File: config.mk
export PLATFORM = sky130hd
export DESIGN_NAME = ts_mem_arbiter
export DESIGN_NICKNAME = d
export VERILOG_FILES = /design/src/rtl/dnd_mem_pkg.sv /design/src/rtl/rr_arb2.sv /design/src/rtl/ts_mem_arbiter.sv
export SDC_FILE = /design/constraint.sdc
export NUM_CORES = 1
export LEC_CHECK = 0
export ABC_AREA = 0
export BUFFER_PORTS_ARGS = -buffer_cell sky130_fd_sc_hd__buf_2
export CORE_MARGIN = 5
export CORE_UTILIZATION = 30
export DETAILED_ROUTE_END_ITERATION = 6
export MAX_ROUTING_LAYER = met4
export SLEW_MARGIN = 20
export SYNTH_ARGS = -nofsm -noshare
export SYNTH_HDL_FRONTEND = slang
export SYNTH_HIERARCHICAL = 1
export SYNTH_SLANG_ARGS = --single-unit
File: constraint.sdc
create_clock -name clk -period 1.9 [get_ports clk]
set_clock_uncertainty 0.2 [all_clocks]
set_input_delay 0.095 -clock clk [delete_from_list [all_inputs] [get_ports clk]]
set_output_delay 0.095 -clock clk [all_outputs]
set_load 0.02 [all_outputs]
File: src/rtl/dnd_mem_pkg.sv
// Shared constants, the stored timestamp/polarity word and the arbiter FSM states
// for the timestamp memory arbiter.
package dnd_mem_pkg;

    localparam int DVS_WIDTH_DEF       = 346;
    localparam int DVS_HEIGHT_DEF      = 260;
    localparam int WORD_SIZE_DEF       = 18;
    localparam int CAVIAR_X_Y_BITS_DEF = 9;
    localparam int TIMESTAMP_BITS_DEF  = 16;
    localparam int POLARITY_BITS_DEF   = 2;

    typedef struct packed {
        logic [TIMESTAMP_BITS_DEF-1:0] ts;
        logic [POLARITY_BITS_DEF-1:0]  pol;
    } ts_word_t;

    typedef enum logic [1:0] {
        INIT,
        IDLE,
        ISSUE_RD,
        ISSUE_WR
    } arb_state_t;

endpackage

File: src/rtl/rr_arb2.sv
// Two-input round-robin arbiter: remembers whether the writer was granted last and
// flags cycles in which both requesters compete.
module rr_arb2 (
    input  logic clk,
    input  logic rst_n,
    input  logic en,
    input  logic rd_req,
    input  logic wr_req,
    input  logic take_rd,
    input  logic take_wr,
    output logic pick_wr,
    output logic contention
);

    logic last_wr_reg;

    // On a tie the requester that did not win last time goes first.
    assign pick_wr    = wr_req & (~rd_req | ~last_wr_reg);
    assign contention = en & rd_req & wr_req;

    always_ff @(posedge clk) begin
        if (!rst_n) begin
            last_wr_reg <= 1'b0;
        end else if (take_wr) begin
            last_wr_reg <= 1'b1;
        end else if (take_rd) begin
            last_wr_reg <= 1'b0;
        end
    end

endmodule

File: src/rtl/ts_mem_arbiter.sv
// Arbitrates the timestamp/polarity memory between the event writer and the patch
// reader. Define TS_MEM_INIT_EN to clear the whole memory after reset.
module ts_mem_arbiter
    import dnd_mem_pkg::*;
#(
    parameter int DVS_WIDTH       = DVS_WIDTH_DEF,
    parameter int DVS_HEIGHT      = DVS_HEIGHT_DEF,
    parameter int WORD_SIZE       = WORD_SIZE_DEF,
    parameter int CAVIAR_X_Y_BITS = CAVIAR_X_Y_BITS_DEF,
    parameter int TIMESTAMP_BITS  = TIMESTAMP_BITS_DEF,
    parameter int POLARITY_BITS   = POLARITY_BITS_DEF
) (
    input  logic                       clk,
    input  logic                       rst_n,
    input  logic                       rd_req,
    input  logic [CAVIAR_X_Y_BITS-1:0] rd_x1,
    input  logic [CAVIAR_X_Y_BITS-1:0] rd_y1,
    input  logic [CAVIAR_X_Y_BITS-1:0] rd_x2,
    input  logic [CAVIAR_X_Y_BITS-1:0] rd_y2,
    output logic                       rd_gnt,
    output logic [WORD_SIZE-1:0]       rd_data1,
    output logic [WORD_SIZE-1:0]       rd_data2,
    output logic                       rd_vld,
    input  logic                       wr_req,
    input  logic [CAVIAR_X_Y_BITS-1:0] wr_x,
    input  logic [CAVIAR_X_Y_BITS-1:0] wr_y,
    input  logic [TIMESTAMP_BITS-1:0]  wr_ts,
    input  logic [POLARITY_BITS-1:0]   wr_pol,
    output logic                       wr_gnt,
    output logic                       mem_cen,
    output logic                       mem_rw,
    output logic [CAVIAR_X_Y_BITS-1:0] mem_addr1_x,
    output logic [CAVIAR_X_Y_BITS-1:0] mem_addr1_y,
    output logic [CAVIAR_X_Y_BITS-1:0] mem_addr2_x,
    output logic [CAVIAR_X_Y_BITS-1:0] mem_addr2_y,
    output logic [WORD_SIZE-1:0]       mem_wdata,
    input  logic [WORD_SIZE-1:0]       mem_rdata1,
    input  logic [WORD_SIZE-1:0]       mem_rdata2,
    input  logic                       mem_rvld1,
    input  logic                       mem_rvld2,
    output logic                       init_busy,
    output logic [15:0]                conflict_cnt
);

    if (WORD_SIZE != TIMESTAMP_BITS + POLARITY_BITS ||
        DVS_WIDTH > (1 << CAVIAR_X_Y_BITS) || DVS_HEIGHT > (1 << CAVIAR_X_Y_BITS)) begin : g_bad_cfg
        $error("ts_mem_arbiter: inconsistent word or coordinate widths");
    end

`ifdef TS_MEM_INIT_EN
    localparam arb_state_t RESET_STATE = INIT;
    logic [CAVIAR_X_Y_BITS-1:0] init_x_reg;
    logic [CAVIAR_X_Y_BITS-1:0] init_y_reg;
`else
    localparam arb_state_t RESET_STATE = IDLE;
    assign init_busy = 1'b0;
`endif

    arb_state_t state_reg;
    logic       pend_rd_reg;
    logic       go_rd;
    logic       go_wr;
    logic       pick_wr;
    logic       contention;
    ts_word_t   wr_word;

    assign wr_word  = '{ts: wr_ts, pol: wr_pol};
    assign rd_vld   = pend_rd_reg & mem_rvld1 & mem_rvld2;
    assign rd_data1 = mem_rdata1;
    assign rd_data2 = mem_rdata2;

    rr_arb2 u_arb (
        .clk        (clk),
        .rst_n      (rst_n),
        .en         (state_reg != INIT),
        .rd_req     (rd_req),
        .wr_req     (wr_req),
        .take_rd    (go_rd),
        .take_wr    (go_wr),
        .pick_wr    (pick_wr),
        .contention (contention)
    );

    // The requester granted this cycle is ignored; only the other one can chain in.
    always_comb begin
        go_rd = 1'b0;
        go_wr = 1'b0;
        case (state_reg)
            IDLE: begin
                go_wr = pick_wr;
                go_rd = rd_req & ~pick_wr;
            end
            ISSUE_RD: go_wr = wr_req;
            ISSUE_WR: go_rd = rd_req;
            default: ;
        endcase
    end

    always_ff @(posedge clk) begin
        if (!rst_n) begin
            state_reg    <= RESET_STATE;
            rd_gnt       <= 1'b0;
            wr_gnt       <= 1'b0;
            mem_cen      <= 1'b0;
            mem_rw       <= 1'b0;
            mem_addr1_x  <= '0;
            mem_addr1_y  <= '0;
            mem_addr2_x  <= '0;
            mem_addr2_y  <= '0;
            mem_wdata    <= '0;
            pend_rd_reg  <= 1'b0;
            conflict_cnt <= '0;
`ifdef TS_MEM_INIT_EN
            init_busy    <= 1'b1;
            init_x_reg   <= '0;
            init_y_reg   <= '0;
`endif
        end else begin
            rd_gnt  <= go_rd;
            wr_gnt  <= go_wr;
            mem_cen <= go_rd | go_wr;
            mem_rw  <= go_wr;
            if (go_rd) begin
                state_reg   <= ISSUE_RD;
                mem_addr1_x <= rd_x1;
                mem_addr1_y <= rd_y1;
                mem_addr2_x <= rd_x2;
                mem_addr2_y <= rd_y2;
            end else if (go_wr) begin
                state_reg   <= ISSUE_WR;
                mem_addr1_x <= wr_x;
                mem_addr1_y <= wr_y;
                mem_wdata   <= WORD_SIZE'(wr_word);
`ifdef TS_MEM_INIT_EN
            end else if (state_reg == INIT) begin
                // Column-major sweep: y runs fastest, one zero word per cycle.
                mem_cen     <= 1'b1;
                mem_rw      <= 1'b1;
                mem_addr1_x <= init_x_reg;
                mem_addr1_y <= init_y_reg;
                mem_wdata   <= '0;
                if (init_y_reg == CAVIAR_X_Y_BITS'(DVS_HEIGHT - 1)) begin
                    init_y_reg <= '0;
                    if (init_x_reg == CAVIAR_X_Y_BITS'(DVS_WIDTH - 1)) begin
                        state_reg <= IDLE;
                        init_busy <= 1'b0;
                    end else begin
                        init_x_reg <= init_x_reg + 1'b1;
                    end
                end else begin
                    init_y_reg <= init_y_reg + 1'b1;
                end
`endif
            end else begin
                state_reg <= IDLE;
            end

            // Armed after the read command so stale read-valids cannot complete it.
            if (state_reg == ISSUE_RD) begin
                pend_rd_reg <= 1'b1;
            end else if (rd_vld) begin
                pend_rd_reg <= 1'b0;
            end

            if (contention && conflict_cnt != 16'hFFFF) begin
                conflict_cnt <= conflict_cnt + 16'd1;
            end
        end
    end

endmodule

; Word level (Yosys, flattened, before mapping)
; Index checks and enable logic that the tools add are counted.
[classes]
addsub = 1
mul = 0
div = 0
n_lt_le_gt_ge = 0
eq_ne = 4
shifts = 0
mux = 12
bitwise_logic = 12
n_reduce_logical = 5
[ops]
columns = cell, n
row1 = $mux W9, 4
row2 = $add A16 B1 Y16 const B, 1
row3 = $ne A16 B16 Y1 const B, 1
row4 = $and A1 B1 Y1, 6
row5 = $reduce_bool A2 Y1, 3
row6 = $eq A2 B2 Y1 const B, 2
row7 = $mux W1, 4
row8 = $mux W2, 2
row9 = $not A1 Y1, 4
row10 = $pmux W1 S2, 2
row11 = $eq A2 B1 Y1 const B, 1
row12 = $or A1 B1 Y1, 2
row13 = $reduce_and A2 Y1, 1
row14 = $logic_and A1 B1 Y1, 1
[totals]
reg_bits = 77
latchBits = 0
ram_bits = 0
romBits = 0
input_bits = 114
out_inout_bits = 112
wordCells = 46
mem_count = 0

; Logic depth before layout (Yosys ltp)
; Gate-level depths: netlist of run 1.
[depth]
depth_word = 8
mapped_depth = 8

; Hierarchy
; The synthesis of run 1 kept the hierarchy.
[by_module_without_submodules]
columns = mod, instances, cells_each, area_per_inst_um2, seq_area_each_um2
row1 = ts_mem_arbiter, 1, 422, 3392.0, 1501.4
row2 = rr_arb2, 1, 5, 55.1, 20.0

; Worst setup path after synthesis of run 1
; OpenSTA, ideal clock, no wires.
[synth_timing]
path_kind = register to register
startpoint = reg, netlist name mem_cen
endpoint = reg conflict_cnt[13]
arrival_time_ps = 1888
setup_slack_ps = -306
stages_incl_launch_ff = 9
n_path_buf = 0
path_cell_list = dfxtp_1 > inv_1 > ha_1 > inv_1 > and3_1 > and4_1 > nand3_1 > or4_1 > mux2i_1
[synth_rtl]
columns = item, line_no
row1 = to (signal assigned), ts_mem_arbiter.sv:166  ; conflict_cnt <= conflict_cnt + 16'd1;
row2 = to (decl), ts_mem_arbiter.sv:42  ; output logic [15:0] conflict_cnt

; Final worst setup path of run 1
[layout_timing]
startpoint = reg state_reg[0]
endpoint = reg conflict_cnt[13]
[layout_via]
elab_chain_len = 4
[layout_lines]
columns = item, line_no
row1 = from (decl), ts_mem_arbiter.sv:59  ; arb_state_t state_reg;
row2 = from (signal assigned), ts_mem_arbiter.sv:101  ; state_reg <= RESET_STATE;
row3 = from (signal assigned), ts_mem_arbiter.sv:124  ; state_reg <= ISSUE_RD;
row4 = from (signal assigned), ts_mem_arbiter.sv:130  ; state_reg <= ISSUE_WR;
row5 = $reduce_bool A2 Y1, ts_mem_arbiter.sv:75  ; .en (state_reg != INIT),
row6 = $and A1 B1 Y1 (2 in a row), rr_arb2.sv:19  ; assign contention = en & rd_req & wr_req;
row7 = named net contention, ts_mem_arbiter.sv:64  ; logic contention;
row8 = $logic_and A1 B1 Y1, ts_mem_arbiter.sv:165  ; if (contention && conflict_cnt != 16'hFFFF) begin
; The timed path passes the listed nets, and every way through them passes these cells.
; A chain may end at the register's enable or synchronous reset.

==> results of run 1 <==
## kinds of logic after synthesis
family,synth area share
adders and majority gates,0.01815
xor gates and xnor gates,0.002541
DFF,0.4414
buffers and inverters,0.1260
and+or+nand+nor,0.2015
other,0.001088
AOI/OAI and AO/OA,0.2007
muxes,0.008712
## metal layers
| layer | vias to the layer above | routed length, um |
|---|---|---|
| met5 | - | 0 |
| met4 | 0 | 440 |
| met3 | 42 | 812 |
| met2 | 194 | 6232 |
| met1 | 1848 | 4654 |
| li1 | 1932 | - |
## cell usage after synthesis, types with 2 or more instances
library cell | number | area share
mux2i_1 | 3 | 0.0087
and3_1 | 3 | 0.0054
ha_1 | 5 | 0.018
nand4_1 | 4 | 0.0073
inv_1 | 7 | 0.0076
or4_1 | 3 | 0.0065
o21ai_0 | 37 | 0.054
and4_1 | 2 | 0.0051
nand2b_1 | 3 | 0.0054
buf_4 | 39 | 0.085
dfxtp_1 | 76 | 0.44
a311oi_1 | 2 | 0.0051
o21a_1 | 2 | 0.0044
nor2_1 | 8 | 0.0087
a21oi_1 | 46 | 0.067
o21ai_1 | 4 | 0.0058
inv_2 | 2 | 0.0022
buf_1 | 2 | 0.0022
nand3_1 | 23 | 0.033
a31oi_1 | 20 | 0.036
nor2b_1 | 2 | 0.0036
nand2_1 | 86 | 0.094
nor3_1 | 3 | 0.0044
clkbuf_1 | 16 | 0.017
buf_2 | 8 | 0.012
## final timing paths
| path | slack [ns] | depth (start not counted) | endpoint |
|---|---|---|---|
| max reg2reg | -0.04 | 8 | conflict_cnt[13]$_SDFFE_PN0P_ |
| min reg2reg | 0.25 | 2 | mem_addr2_y[1]$_SDFFE_PN0P_ |
| max | -0.04 | 8 | conflict_cnt[13]$_SDFFE_PN0P_ |
| min | 0.15 | 4 | mem_addr1_x[7]$_SDFFE_PN0P_ |
## layout by cell type, fill, tap and decap left out, drive strengths merged, types with 8 or more instances in the layout
master and instances:
clkbuf 11, dlygate4sd3 111, dfxtp 76, nand3 24
buf 188, inv 9, o21ai 41, a31oi 20
a21oi 47, nor2 8, nand2 86
## worst register-to-register path, stage by stage, from the launching register on
cell     delay [ns]
dfxtp_2        0.35
inv_2          0.06
ha_4           0.15
inv_2          0.04
and3_4         0.19
and4_4         0.24
nand3_2        0.07
or4_4          0.41
mux2i_1        0.13
## through the flow
| step | hold WS (ns) | setup WS (ns) | setup TNS, ns |
|---|---|---|---|
| finish | 0.1479 | -0.03654 | -0.07841 |
| global route | 0.1571 | -0.1012 | -0.5316 |
| CTS | 0.1355 | -0.05003 | -0.07125 |
| detailed placement | -0.009863 | -0.1380 | -1.930 |
| global placement | -0.009863 | -0.07069 | -0.1643 |
| floorplan | 0.01245 | -0.09063 | -0.1752 |
## timing repair
action / in CTS / in global routing
gates resized for setup: 9 / 25
hold buffers: 111 / 0
setup endpoints to repair: 51 / 47
buffers inserted: 4 / 4
endpoints found under the hold margin: 95 / 0
pin swaps: 6 / 6
## power groups by stage
stage | sequential [mW] | combinational, mW | clock [mW]
finish | 1.81 | 1.23 | 1.81
global route | 1.83 | 1.34 | 1.94
CTS | 1.81 | 1.17 | 1.88
detailed placement | 1.84 | 0.921 | 0
global placement | 1.84 | 0.905 | 0
floorplan | 2.02 | 0.501 | 0
## final cells by class
type	instances	area (um^2)	area share
Clock inverter	5	75.07	0.01284
Sequential cell	76	1529	0.2616
Clock buffer	11	242.7	0.04152
Timing Repair Buffer	299	2202	0.3767
Multi-Input combinational cell	277	1574	0.2693
Inverter	9	43.79	0.007491
Tap cell	143	178.9	0.03061
==> metrics.txt, run 1 <==
status complete, but fails checks; failing checks negative setup slack; Max clock buf depth 2; drt first pass iters 4; Via density roughly 4.9; CP endpoint kind register; Worst EP arrival about 2.0 ns; worst setup path category reg -> reg; final cell count without fillers 820; CTS tree done; initial antenna violation count 0; Worst path max stage delay around 0.41 ns; crit share post-route 1.019; initial core utilization 0.3045; Post-DRT Antenna Nets 0; Placed Instances between 600 and 700; Synth Instances between 400 and 500; Max Cap Viol 0; I/O pin cnt about 230; PnR worst setup slack -0.03654 ns; Final Net Count just under 800; Vias 4016; share of cells above drive strength 1 0.3456; final setup vio count 4; GRT Util Overall 0.1708; Final Hold Fails 0; grt ovf 0; die width 117.2 um; met2 usage 0.2888; Clock power frac 0.373; post-DR wirelength/cell between 10 and 15 um; Gate power share 0.253; fraction of the yosys area taken by sequential cells 0.4414; Hold Path Origin rd_req; switching pwr ~1.4 mW; synthesized flop and latch total between 70 and 80; fmax approximately 520 MHz; # DRC 0; Crit path buffers/inverters 2; FFs w/ async S/R, synth 0; crit-path max FO 4; port bufs roughly 150; Largest register FFs 18; Leak ~2.6 nW; GR met1 Demand/Resource 0.1839; Most common cell on crit path inv_2; placed cell areas 4234 um^2; largest net degree at the start of global routing 38; clk_lat worst skew about 0.33 ns; number of CTS-inserted buffers 9; Sw Ratio 0.2910; Final HPWL DP 7350 um; final WL approximately 12000 um; Int Pwr 3.445 mW; GR Util met3 0.03856; syn nets ~550; clock root cell clkbuf_16; GRT busiest layer met2; Synth Flop Type dfxtp_1; Synth cell types 46; Worst path top cell family by delay simple AND/OR/NAND/NOR gates; number of global-route vias before repair 3920; Seq pwr share 0.374; first-pass GRT wire length roughly 18000 um; clk sinks 76; pwr dens a little over 800 nW/um^2; Mean Syn Cell Area 8.073 um^2; die area approximately 14000 um^2; CP Cell Sequence inv_2 -> ha_4 -> inv_2 -> and3_4 -> and4_4 -> nand3_2 -> or4_4 -> mux2i_1; Core Area 11320 um^2; Detailed Route Iter0 Violations between 150 and 200; WP data required about 1.9 ns; FP Rows 39; RSZ-0062 raised after global routing true; mapped cell area around 3400 um^2; routability-driven placement congestion ratio ~0.89; biggest regs mem_wdata x18, conflict_cnt x16; Vert. Die Dim about 120 um; Reg with most FFs mem_wdata; EDFF count, synth 0; CP max-delay cell or4_4; Util after Layout 0.5164; clk slew on worst S/H paths around 0.060 ns; Synth warnings 6; final worst path period need 1.937 ns; Layout area overhead 69.58%; worst vdd ir 0.0004037 V; total power just under 5 mW; start point of the critical path state_reg[0]$_SDFF_PN1_; CTS H-Tree Depth 3; Startpoint Class register; number of inserted diodes 0; # fillers between 1000 and 1500; Tightest Hold Check Type in -> reg; R2R Path Start state_reg[0]$_SDFF_PN1_; Max Slew Vio Count 0; final instance area between 5000 and 6000 um^2
Power figures use the tool's default switching activity.
==> run 2: changes to the inputs <==
--- a/config.mk
+++ b/config.mk
@@ -11,6 +11,7 @@
 export CORE_UTILIZATION = 30
 export DETAILED_ROUTE_END_ITERATION = 6
 export MAX_ROUTING_LAYER = met4
+export SETUP_SLACK_MARGIN = 0.1
 export SLEW_MARGIN = 20
 export SYNTH_ARGS = -nofsm -noshare
 export SYNTH_HDL_FRONTEND = slang
==> run 2 against run 1 <==
The flow still finishes with violations (negative setup slack). Clock power grew 8%. Combinational power grew 29%. Sequential power is essentially flat. Sequential cell count is the same. Die area is the same. Largest cell class unchanged.
==> metrics.txt, run 2 (synthesized netlist as in run 1, its figures left out) <==
status complete, but fails checks; failing checks negative setup slack; worst setup path category reg -> reg; Tightest Hold Check Type in -> reg; Worst path max stage delay around 0.42 ns; routability-driven placement congestion ratio between 0.8 and 0.9; PnR worst setup slack -0.05179 ns; Largest register FFs 18; RSZ-0062 raised after global routing true; Worst EP arrival 1.97 ns; Reg with most FFs mem_wdata; # fillers 970; die width ~120 um; number of CTS-inserted buffers 9; clk sinks 76; total area of sequential cells approximately 1500 um^2; worst vdd ir ~0.00038 V; Int Pwr about 3.8 mW; Most common cell on crit path inv_2; WL met2 6940 um; CTS H-Tree Depth 3; CTS tree done; Sw Ratio 0.2902; Final HPWL DP between 7000 and 8000 um; initial antenna violation count 0; Hold Worst Slack between 0.09 and 0.1 ns; Vias about 4100; initial core utilization 0.3045; Gate power share 0.297; Crit path buffers/inverters 2; I/O pin cnt roughly 230; met1 wire length 5435 um; switching pwr 1.553 mW; first-pass GRT wire length 19910 um; share of cells above drive strength 1 0.4082; drt first pass iters 5; largest net degree at the start of global routing 38; final setup vio count 7; Core Area roughly 11000 um^2; Final Hold Fails 0; Leak ~2.8 nW; CP endpoint kind register; Max Cap Viol 0; Post-Place Setup Slack -0.07574 ns; number of inserted diodes 0; top sig layer met4; Clock power frac 0.364; Worst path top cell family by delay simple AND/OR/NAND/NOR gates; CP Cell Sequence inv_2 -> ha_2 -> inv_2 -> and3_4 -> and4_4 -> nand3_2 -> or4_4 -> mux2i_1; biggest regs mem_wdata x18, conflict_cnt x16; Detailed Route Iter0 Violations approximately 200; final cell count without fillers about 830; Startpoint Class register; pwr dens 837.4 nW/um^2; Multi-input gate area 1732 um^2; die area 13730 um^2; fmax around 500 MHz; port bufs between 150 and 200; routed wl met3 around 950 um; Util after Layout 0.5645; WP data required ~1.9 ns; clk_lat worst skew about 0.33 ns; Max clock buf depth 2; Layout area overhead 85.41%; Placed Instances slightly below 700; grt ovf 0; post-DR wirelength/cell 16.64 um; crit share post-route 1.027; CP max-delay cell or4_4; crit-path max FO 5; final worst path period need 1.952 ns; most frequent cells in the layout buf_2, dlygate4sd3_1, nand2_1; Setup TNS Final -0.1447 ns; clock root cell clkbuf_16; GRT Util Overall 0.1922; # DRC 0; Seq pwr share 0.339; FP Rows 39; placed cell areas between 4000 and 5000 um^2; final WL about 14000 um; final instance area around 6400 um^2; number of global-route vias before repair about 4100; Post-DRT Antenna Nets 0; commonest non-fill, non-tap cell in the layout buf_2; Final Net Count roughly 800; Max Slew Vio Count 0; clk slew on worst S/H paths ~0.060 ns; Vert. Die Dim ~120 um; Via density slightly below 5; total power about 5.4 mW
[run 2: cell types whose count changed in the layout (fill, tap and decap cells not counted), sizes merged]
cell | previous run | this run
buf | 188 | 194
inv | 9 | 8
bufbuf | 0 | 1
clkbuf | 11 | 13
bufinv | 2 | 3
[run 2: per-layer routing]
layer  vias to the layer above  track usage
li1                       1955            -
met1                      1919       0.2226
met2                       204       0.3141
met3                        34      0.04216
met4                         0      0.09480
met5                         -            -
[run 2: path summary, 6_finish.rpt]
check | from | endpoint | slack, ns | cells after the start
worst max-delay path | mem_cen$_SDFF_PN0_ | conflict_cnt[13]$_SDFFE_PN0P_ | -0.05 | 8
worst max register to register | mem_cen$_SDFF_PN0_ | conflict_cnt[13]$_SDFFE_PN0P_ | -0.05 | 8
worst min register to register | mem_addr2_y[5]$_SDFFE_PN0P_ | mem_addr2_y[5]$_SDFFE_PN0P_ | 0.25 | 2
worst min-delay path | rd_req | conflict_cnt[2]$_SDFFE_PN0P_ | 0.1 | 4
[run 2: repair_timing]
action | 4_1_cts | 5_1_grt
endpoints found under the setup margin | 66 | 72
hold buffers | 111 | 0
gates cloned | 8 | 3
endpoints found under the hold margin | 99 | 0
gates resized for setup | 25 | 68
setup buffers | 6 | 5
pin swaps | 22 | 31
[run 2: final cells by class]
cell class,count,share of cell area
Sequential cell,76,0.2398
Timing Repair Buffer,309,0.3996
Inverter,9,0.008614
Tap cell,143,0.02800
Clock inverter,5,0.01566
Clock buffer,10,0.03739
Multi-Input combinational cell,277,0.2709
[run 2: worst register-to-register path: stages, from the launching register on]
cell,delay [ns]
dfxtp_4,0.34
inv_2,0.04
ha_2,0.17
inv_2,0.04
and3_4,0.20
and4_4,0.24
nand3_2,0.07
or4_4,0.42
mux2i_1,0.12
[run 2: power by group through the flow]
stage	clock network (mW)	registers, mW	logic, mW
after CTS	2.00	1.81	1.46
after global placement	0	1.84	0.913
after global routing	2.06	1.83	1.70
final	1.95	1.82	1.59
after detailed placement	0	1.84	0.929
after floorplan	0	2.02	0.503
